**src/rtl/seq_mul_param_if.sv**
```systemverilog
// Start/busy/done handshake bundle for the seq_mul_param shift-add multiplier.
// SEQ_MUL_SIGNED_EN adds the sgn operand qualifier.
interface seq_mul_param_if #(
   parameter int unsigned WIDTH = 8
);
   logic                 start;
   logic [WIDTH-1:0]     a;
   logic [WIDTH-1:0]     b;
`ifdef SEQ_MUL_SIGNED_EN
   logic                 sgn;
`endif
   logic                 busy;
   logic                 done;
   logic [2*WIDTH-1:0]   prod;

`ifdef SEQ_MUL_SIGNED_EN
   modport master (output start, a, b, sgn, input busy, done, prod);
   modport slave  (input start, a, b, sgn, output busy, done, prod);
`else
   modport master (output start, a, b, input busy, done, prod);
   modport slave  (input start, a, b, output busy, done, prod);
`endif
endinterface

```
**src/rtl/seq_mul_param.sv**
```systemverilog
// Parametrised shift-add sequential multiplier, one partial product per clock.
// Optional SEQ_MUL_SIGNED_EN enables two's-complement operation via bus.sgn.
module seq_mul_param #(
   parameter int unsigned WIDTH = 8
) (
   input  logic          clk,
   input  logic          reset,
   seq_mul_param_if.slave bus
);
   localparam int unsigned CNT_W = (WIDTH > 1) ? $clog2(WIDTH) : 1;
   localparam int unsigned PW    = 2 * WIDTH;
   localparam logic [CNT_W-1:0] LAST = CNT_W'(WIDTH - 1);

   typedef enum logic [1:0] {IDLE = 2'd0, RUN = 2'd1, DONE = 2'd2} state_e;

   state_e            state_q, state_n;
   logic [PW-1:0]     acc_q, acc_n;
   logic [PW-1:0]     prod_q, prod_n;
   logic [WIDTH-1:0]  mcand_q, mcand_n;
   logic [CNT_W-1:0]  cnt_q, cnt_n;
   logic              busy_q, done_q;
   logic              sgn_act;
   logic              last;
   logic [WIDTH:0]    hi_ext, md_ext, sum;
   logic [PW-1:0]     shifted;

`ifdef SEQ_MUL_SIGNED_EN
   logic sgn_q, sgn_n;
   assign sgn_act = sgn_q;
`else
   assign sgn_act = 1'b0;
`endif

   // One step: add (or subtract on the signed final step), then shift right.
   always_comb begin
      last    = (cnt_q == LAST);
      hi_ext  = {sgn_act & acc_q[PW-1], acc_q[PW-1:WIDTH]};
      md_ext  = acc_q[0] ? {sgn_act & mcand_q[WIDTH-1], mcand_q} : '0;
      sum     = (sgn_act && last) ? (hi_ext - md_ext) : (hi_ext + md_ext);
      shifted = {sum, acc_q[WIDTH-1:1]};
   end

   always_comb begin
      state_n = state_q;
      acc_n   = acc_q;
      prod_n  = prod_q;
      mcand_n = mcand_q;
      cnt_n   = cnt_q;
`ifdef SEQ_MUL_SIGNED_EN
      sgn_n   = sgn_q;
`endif
      case (state_q)
         IDLE, DONE: begin
            if (bus.start) begin
               mcand_n = bus.a;
               acc_n   = {WIDTH'(0), bus.b};
               cnt_n   = '0;
`ifdef SEQ_MUL_SIGNED_EN
               sgn_n   = bus.sgn;
`endif
               state_n = RUN;
            end else begin
               state_n = IDLE;
            end
         end
         RUN: begin
            acc_n = shifted;
            cnt_n = cnt_q + CNT_W'(1);
            if (last) begin
               prod_n  = shifted;
               state_n = DONE;
            end
         end
         default: state_n = IDLE;
      endcase
   end

   // busy/done are registered from the next state so they align with state_q.
   always_ff @(posedge clk) begin
      if (reset) begin
         state_q <= IDLE;
         acc_q   <= '0;
         prod_q  <= '0;
         mcand_q <= '0;
         cnt_q   <= '0;
         busy_q  <= 1'b0;
         done_q  <= 1'b0;
`ifdef SEQ_MUL_SIGNED_EN
         sgn_q   <= 1'b0;
`endif
      end else begin
         state_q <= state_n;
         acc_q   <= acc_n;
         prod_q  <= prod_n;
         mcand_q <= mcand_n;
         cnt_q   <= cnt_n;
         busy_q  <= (state_n == RUN);
         done_q  <= (state_n == DONE);
`ifdef SEQ_MUL_SIGNED_EN
         sgn_q   <= sgn_n;
`endif
      end
   end

   assign bus.busy = busy_q;
   assign bus.done = done_q;
   assign bus.prod = prod_q;
endmodule

```
**src/flat_wrapper.sv**
```systemverilog
// flat-port wrapper written by rule: the top's interface ports become plain ports
module seq_mul_param_flat 
#(
   parameter int unsigned WIDTH = 8
)
  (clk, reset, bus_start, bus_a, bus_b, bus_busy, bus_done, bus_prod);
  seq_mul_param_if #(.WIDTH(WIDTH)) bus_i ();
  input  logic clk;
  input  logic reset;
  input wire logic [$bits(bus_i.start)-1:0] bus_start;
  input wire logic [$bits(bus_i.a)-1:0] bus_a;
  input wire logic [$bits(bus_i.b)-1:0] bus_b;
  output wire logic [$bits(bus_i.busy)-1:0] bus_busy;
  output wire logic [$bits(bus_i.done)-1:0] bus_done;
  output wire logic [$bits(bus_i.prod)-1:0] bus_prod;
  assign bus_i.start = bus_start;
  assign bus_i.a = bus_a;
  assign bus_i.b = bus_b;
  assign bus_busy = bus_i.busy;
  assign bus_done = bus_i.done;
  assign bus_prod = bus_i.prod;
  seq_mul_param #(.WIDTH(WIDTH)) u_core (.clk(clk), .reset(reset), .bus(bus_i));
endmodule
```
**config.mk**
```make
export PLATFORM = sky130hd
export DESIGN_NAME = seq_mul_param_flat
export DESIGN_NICKNAME = d
export VERILOG_FILES = /design/src/rtl/seq_mul_param_if.sv /design/src/rtl/seq_mul_param.sv /design/src/flat_wrapper.sv
export SDC_FILE = /design/constraint.sdc
export NUM_CORES = 1
export LEC_CHECK = 0
export ABC_CLOCK_PERIOD_IN_PS = 2300
export CORE_MARGIN = 1
export CORE_UTILIZATION = 30
export CTS_BUF_LIST = sky130_fd_sc_hd__clkbuf_4 sky130_fd_sc_hd__clkbuf_8
export DETAILED_ROUTE_END_ITERATION = 6
export PLACE_DENSITY = 0.53
export SLEW_MARGIN = 5
export SYNTH_ARGS = -nofsm -noshare
export SYNTH_HDL_FRONTEND = slang
export SYNTH_SLANG_ARGS = --single-unit
```
**constraint.sdc**
```tcl
create_clock -name clk -period 2.3 [get_ports clk]
set_input_delay 0.69 -clock clk [delete_from_list [all_inputs] [get_ports clk]]
set_output_delay 0.69 -clock clk [all_outputs]
set_load 0.05 [all_outputs]
```
==> flow_summary.ini, run 1 <==
[grt]
grt_max_degree = 23
antenna_found_initial = 0
grt_pass1_wl_um = 8670
grt.overflow.total = 0
grt_usage = 0.151
grt_pass1_vias = 1787

[drt]
num_vias = 1874
drt_pass1_iterations = 4
ant_nets = 0
post_drt_wl_per_cell_um = 13.0
drt_wl_total_um = 5120
vias_per_cell = 4.74
drcViolationCount = 0
dr.first_iter.drc_count = 105

[min_path]
whs_endpoint = u_core.mcand_q[2]
worstHoldStart = u_core.mcand_q[2]
hold_class = register to register
hold_depth = 2

[clocking]
postCtsSetupRepairBufs = 0
path_clk_slew_ns = 0.09
clkLatencyLatePin_ns = 0.30
htree_levels = 2
cts_sinks = 47
root_buffer = clkbuf_8
cts_tree = done
cts_buffers = 5
holdBufCountCts = 0
clock_path_buffers = 2

[floorplan]
initial_core_util = 0.314
die_w_um = 86.7
std_cell_rows = 30
core-area_um2 = 6870
die_area_um2 = 7520
die_h_um = 86.7
ios = 37

[sta]
hold_viol_final = 0
setup_viol = 0
fmax_mhz = 467
final_max_slew_viol_count = 0
max_slew.worst_pin.slew_ns = 0.619
finalCritPeriodShare = 0.931
fin_crit_ns = 2.14
fin_hold_ws_ns = 0.453
grt_setup_unrepaired = no
worst_clock_skew_ns = 0.00818
relSlewSlack = 0.587
fin_setup_tns_ns = 0

[place]
hpwl_um = 3700
port_buffers = 36
routabilityCongestion = 0.821

[worst_setup_path]
critical_path.top_delay_family = buffers and inverters
start_kind = register
r2r_setup_slack_ns = 0.20
cp_max_fo = 2
required_ns = 1.61
critPathMaxStageDelay_ns = 0.80
path_buf_inv = 1
rr_startpoint = u_core.acc_q[0]
slowest_stage = clkdlybuf4s50_1
cp.depth = 1
reg2regPathDepth = 8
cp_data_arrival_time_ns = 1.45
critPathCaptureType = output pin
r2r_end = u_core.bus.prod[13]
crit_path_cell_trace = clkdlybuf4s50_1
path_class = register to output pin

[power]
peakVddDrop_v = 0.000270
power_density_nw_per_um2 = 601
p_leak_nw = 1.05

[synthesis]
ys_warn_count = 0
synth_top_area_share = 0.437
synth.area.top_cells = dfxtp_1, nand2_1, a21oi_1
synth.avg_cell_area_um2 = 8.19
ys_seq_area_frac = 0.437
synth_seq_cells = 47
syn_inst = 263
synth_top_cell_by_area = dfxtp_1
ys_types = 37
synthesis.nets = 293
synth_area_um2 = 2150

[finish]
area_growth_pct = 27.8
drive_gt1_frac = 0.0836
fillerInstances = 706
layout.nets = 328
antenna_cells = 0

[run_status]
status = finished, final reports clean

[job]
drv_cap = 0
-- cell usage after synthesis, drive strengths merged --
cell,n
a2111oi,1
a211oi,2
a21o,2
a21oi,27
a22oi,4
a311oi,8
a31oi,2
and2,9
and3,1
buf,10
clkbuf,9
clkinv,1
dfxtp,47
fa,1
ha,10
inv,1
mux2i,1
nand2,61
nand2b,2
nand3,10
nand4,3
nor2,25
nor2b,2
nor3,6
nor4,1
nor4b,2
o211ai,2
o21ai,3
o21bai,3
o31ai,1
or2b,1
or4b,1
xnor2,2
xor2,2
-- through the flow --
stage,setup slack [ns],cell area [um^2],utilization,power (mW),instances
2_1_floorplan,0.363,2150,-,0.987,263
3_3_place_gp,0.197,2640,0.384,1.07,387
3_5_place_dp,0.122,2640,0.384,1.07,387
4_1_cts,0.129,2750,0.400,1.69,395
5_1_grt,0.0277,2750,0.401,1.74,395
6_report,0.159,2750,0.401,1.65,395
-- tightest hold or removal path: stages, from the launching register on --
cell and delay (ns):
dfxtp_1 0.31, nand2_1 0.05, a21oi_1 0.05
-- power breakdown --
part	switching (mW)	internal, mW	leakage [nW]
Combinational	0.105	0.0798	0.612
Clock	0.283	0.324	0.0581
Sequential	0.0198	0.843	0.382
-- how the worst max path moves through the flow --
| stage | from | end |
|---|---|---|
| floorplan | u_core.acc_q[0] | u_core.acc_q[15] |
| global placement | reset | u_core.bus.prod[13] |
| detailed placement | bus_start | u_core.acc_q[6] |
| CTS | u_core.bus.prod[10] | bus_prod[10] |
| global route | u_core.acc_q[0] | u_core.bus.prod[13] |
| finish | u_core.bus.prod[9] | bus_prod[9] |
-- routing by layer --
metal / routed length, um / GRT usage / share of wire
met5: 0 / 0 / 0
met4: 39 / 0.0591 / 0.0076
met3: 224 / 0.0305 / 0.044
met2: 2270 / 0.234 / 0.44
met1: 2590 / 0.206 / 0.51
-- layout by cell type (no fill, tap or decap), types with 3 or more instances in the layout --
cell type / n
dfxtp_1: 47
nor3_1: 6
o21bai_1: 3
a21oi_1: 24
clkbuf_8: 5
and2_1: 9
buf_4: 11
nand2_1: 61
clkdlybuf4s50_1: 36
nor2_1: 25
a311oi_1: 8
nand3_1: 10
ha_1: 10
nand4_1: 3
a22oi_1: 4
-- flip-flops by register name, indices dropped and copies added, names as in the netlist --
signal,count
u_core.acc_q,16
u_core.bus.prod,16
u_core.bus.done,1
u_core.mcand_q,8
u_core.state_q,2
u_core.bus.busy,1
u_core.cnt_q,3
-- cells by family after synthesis --
family                   after synthesis  synth area share
buffers and inverters                 21            0.0418
XOR/XNOR                               4            0.0163
AND/OR/NAND/NOR                      124             0.258
multiplexers                           1           0.00465
flip-flops                            47             0.437
AO/OA/AOI/OAI                         55             0.175
adder cells (fa/ha/maj)               11            0.0674
-- what timing repair did --
action | CTS | global route
resized for setup | 0 | 2
setup endpoints to repair | 0 | 2
hold endpoints to repair | 0 | 0
-- cell type report --
cell class,instances,area [um^2],area share
clock buffers,5,68.8,0.0250
clock inverters,3,43.8,0.0159
inverters,2,7.51,0.00273
multi-input cells,195,1130,0.410
flip-flops and latches,47,941,0.342
well taps,96,120,0.0436
repair buffers,47,443,0.161
Power figures use the tool's default switching activity.
==> run 2: changes to the inputs <==
CTS_CLUSTER_DIAMETER = 150   (was unset)
==> results of run 2 <==
Final layout, timing and power as in run 1 (identical DEF).
==> run 3: changes to the inputs <==
CTS_BUF_LIST = sky130_fd_sc_hd__clkbuf_4   (was sky130_fd_sc_hd__clkbuf_4 sky130_fd_sc_hd__clkbuf_8)
==> flow_summary.ini, run 3 (synthesized netlist as in run 1, its figures left out) <==
[drt]
post_drt_wl_per_cell_um = 13.0
num_vias = 1869
ant_nets = 0
drt_wl_total_um = 5150
drcViolationCount = 0
dr.first_iter.drc_count = 125
vias_per_cell = 4.73
drt_pass1_iterations = 4

[run_status]
status = finished, final reports clean

[worst_setup_path]
required_ns = 1.61
cp_data_arrival_time_ns = 1.53
start_kind = register
slowest_stage = clkdlybuf4s50_1
crit_path_start = u_core.bus.prod[3]
critPathCaptureType = output pin
critPathMaxStageDelay_ns = 0.80
endpoint = bus_prod[3]
crit_path_cell_trace = clkdlybuf4s50_1
rr_startpoint = u_core.acc_q[0]
r2r_end = u_core.bus.prod[13]
critical_path.top_delay_family = buffers and inverters
r2r_setup_slack_ns = 0.18
path_buf_inv = 1
path_class = register to output pin
cp.depth = 1
cp_max_fo = 2
reg2regPathDepth = 8

[clocking]
postCtsSetupRepairBufs = 0
holdBufCountCts = 0
ctsResizeCount = 0
cts_tree = done
root_buffer = clkbuf_4
cts_sinks = 47
htree_levels = 2
clock_path_buffers = 2
clkLatencyLatePin_ns = 0.37
cts_buffers = 5
path_clk_slew_ns = 0.14

[floorplan]
die_h_um = 86.7
ios = 37
die_w_um = 86.7
die_area_um2 = 7520
std_cell_rows = 30
initial_core_util = 0.314
core-area_um2 = 6870

[grt]
grt_pass1_vias = 1786
grt_usage = 0.151
grt.overflow.total = 0
antenna_found_initial = 0
grt_pass1_wl_um = 8690
grt_max_degree = 23

[place]
port_buffers = 36
routabilityCongestion = 0.821
hpwl_um = 3700

[sta]
finalCritPeriodShare = 0.967
fin_setup_tns_ns = 0
setup_viol = 0
relSlewSlack = 0.584
max_slew.worst_pin.slew_ns = 0.624
fin_crit_ns = 2.22
fmax_mhz = 450
worst_clock_skew_ns = 0.00961
final_max_slew_viol_count = 0
hold_viol_final = 0
fin_hold_ws_ns = 0.460
grt_setup_unrepaired = no

[finish]
antenna_cells = 0
drive_gt1_frac = 0.0836
layout.nets = 328
final_common_cell = nand2_1
area_growth_pct = 26.4
final_cell_mix = nand2_1, dfxtp_1, clkdlybuf4s50_1

[min_path]
hold_class = register to register

[power]
peakVddDrop_v = 0.000239
power.total_mw = 1.55
p_leak_nw = 1.06
power_density_nw_per_um2 = 571

[job]
drv_cap = 0
==> run 3: metrics by stage <==
step / utilization / cell area (um^2) / worst slack (ns) / cells
after floorplan: - / 2150 / 0.363 / 263
after global placement: 0.384 / 2640 / 0.197 / 387
after detailed placement: 0.384 / 2640 / 0.122 / 387
after CTS: 0.395 / 2720 / 0.0463 / 395
after global routing: 0.397 / 2720 / 0.000292 / 395
final: 0.397 / 2720 / 0.0757 / 395
==> run 3: cell type report <==
class	count	area, um^2
multi-input combinational	195	1130
fill	708	4150
timing repair buffer	47	445
tap	96	120
clock buffer	5	37.5
sequential	47	941
clock inverter	3	43.8
inverter	2	7.51
==> run 3: worst min-delay path by stage <==
stage	startpoint	end	depth (start not counted)
after floorplan	u_core.mcand_q[0]	u_core.mcand_q[0]	2
after global placement	u_core.bus.prod[12]	u_core.bus.prod[12]	2
after detailed placement	u_core.mcand_q[4]	u_core.mcand_q[4]	2
after CTS	u_core.mcand_q[4]	u_core.mcand_q[4]	2
after global routing	u_core.bus.prod[0]	u_core.bus.prod[0]	2
final	u_core.mcand_q[2]	u_core.mcand_q[2]	2
==> run 3: report_power, final <==
part | leakage (nW) | switching [mW] | internal (mW)
clock | 0.0452 | 0.276 | 0.229
combinational | 0.631 | 0.106 | 0.0798
sequential | 0.382 | 0.0199 | 0.844
==> run 3: metal layers <==
| metal | track usage | vias up | share of wire |
|---|---|---|---|
| met5 | 0 | - | 0 |
| li1 | - | 975 | - |
| met4 | 0.0591 | 0 | 0.0084 |
| met2 | 0.234 | 42 | 0.43 |
| met1 | 0.207 | 850 | 0.51 |
| met3 | 0.0305 | 2 | 0.051 |
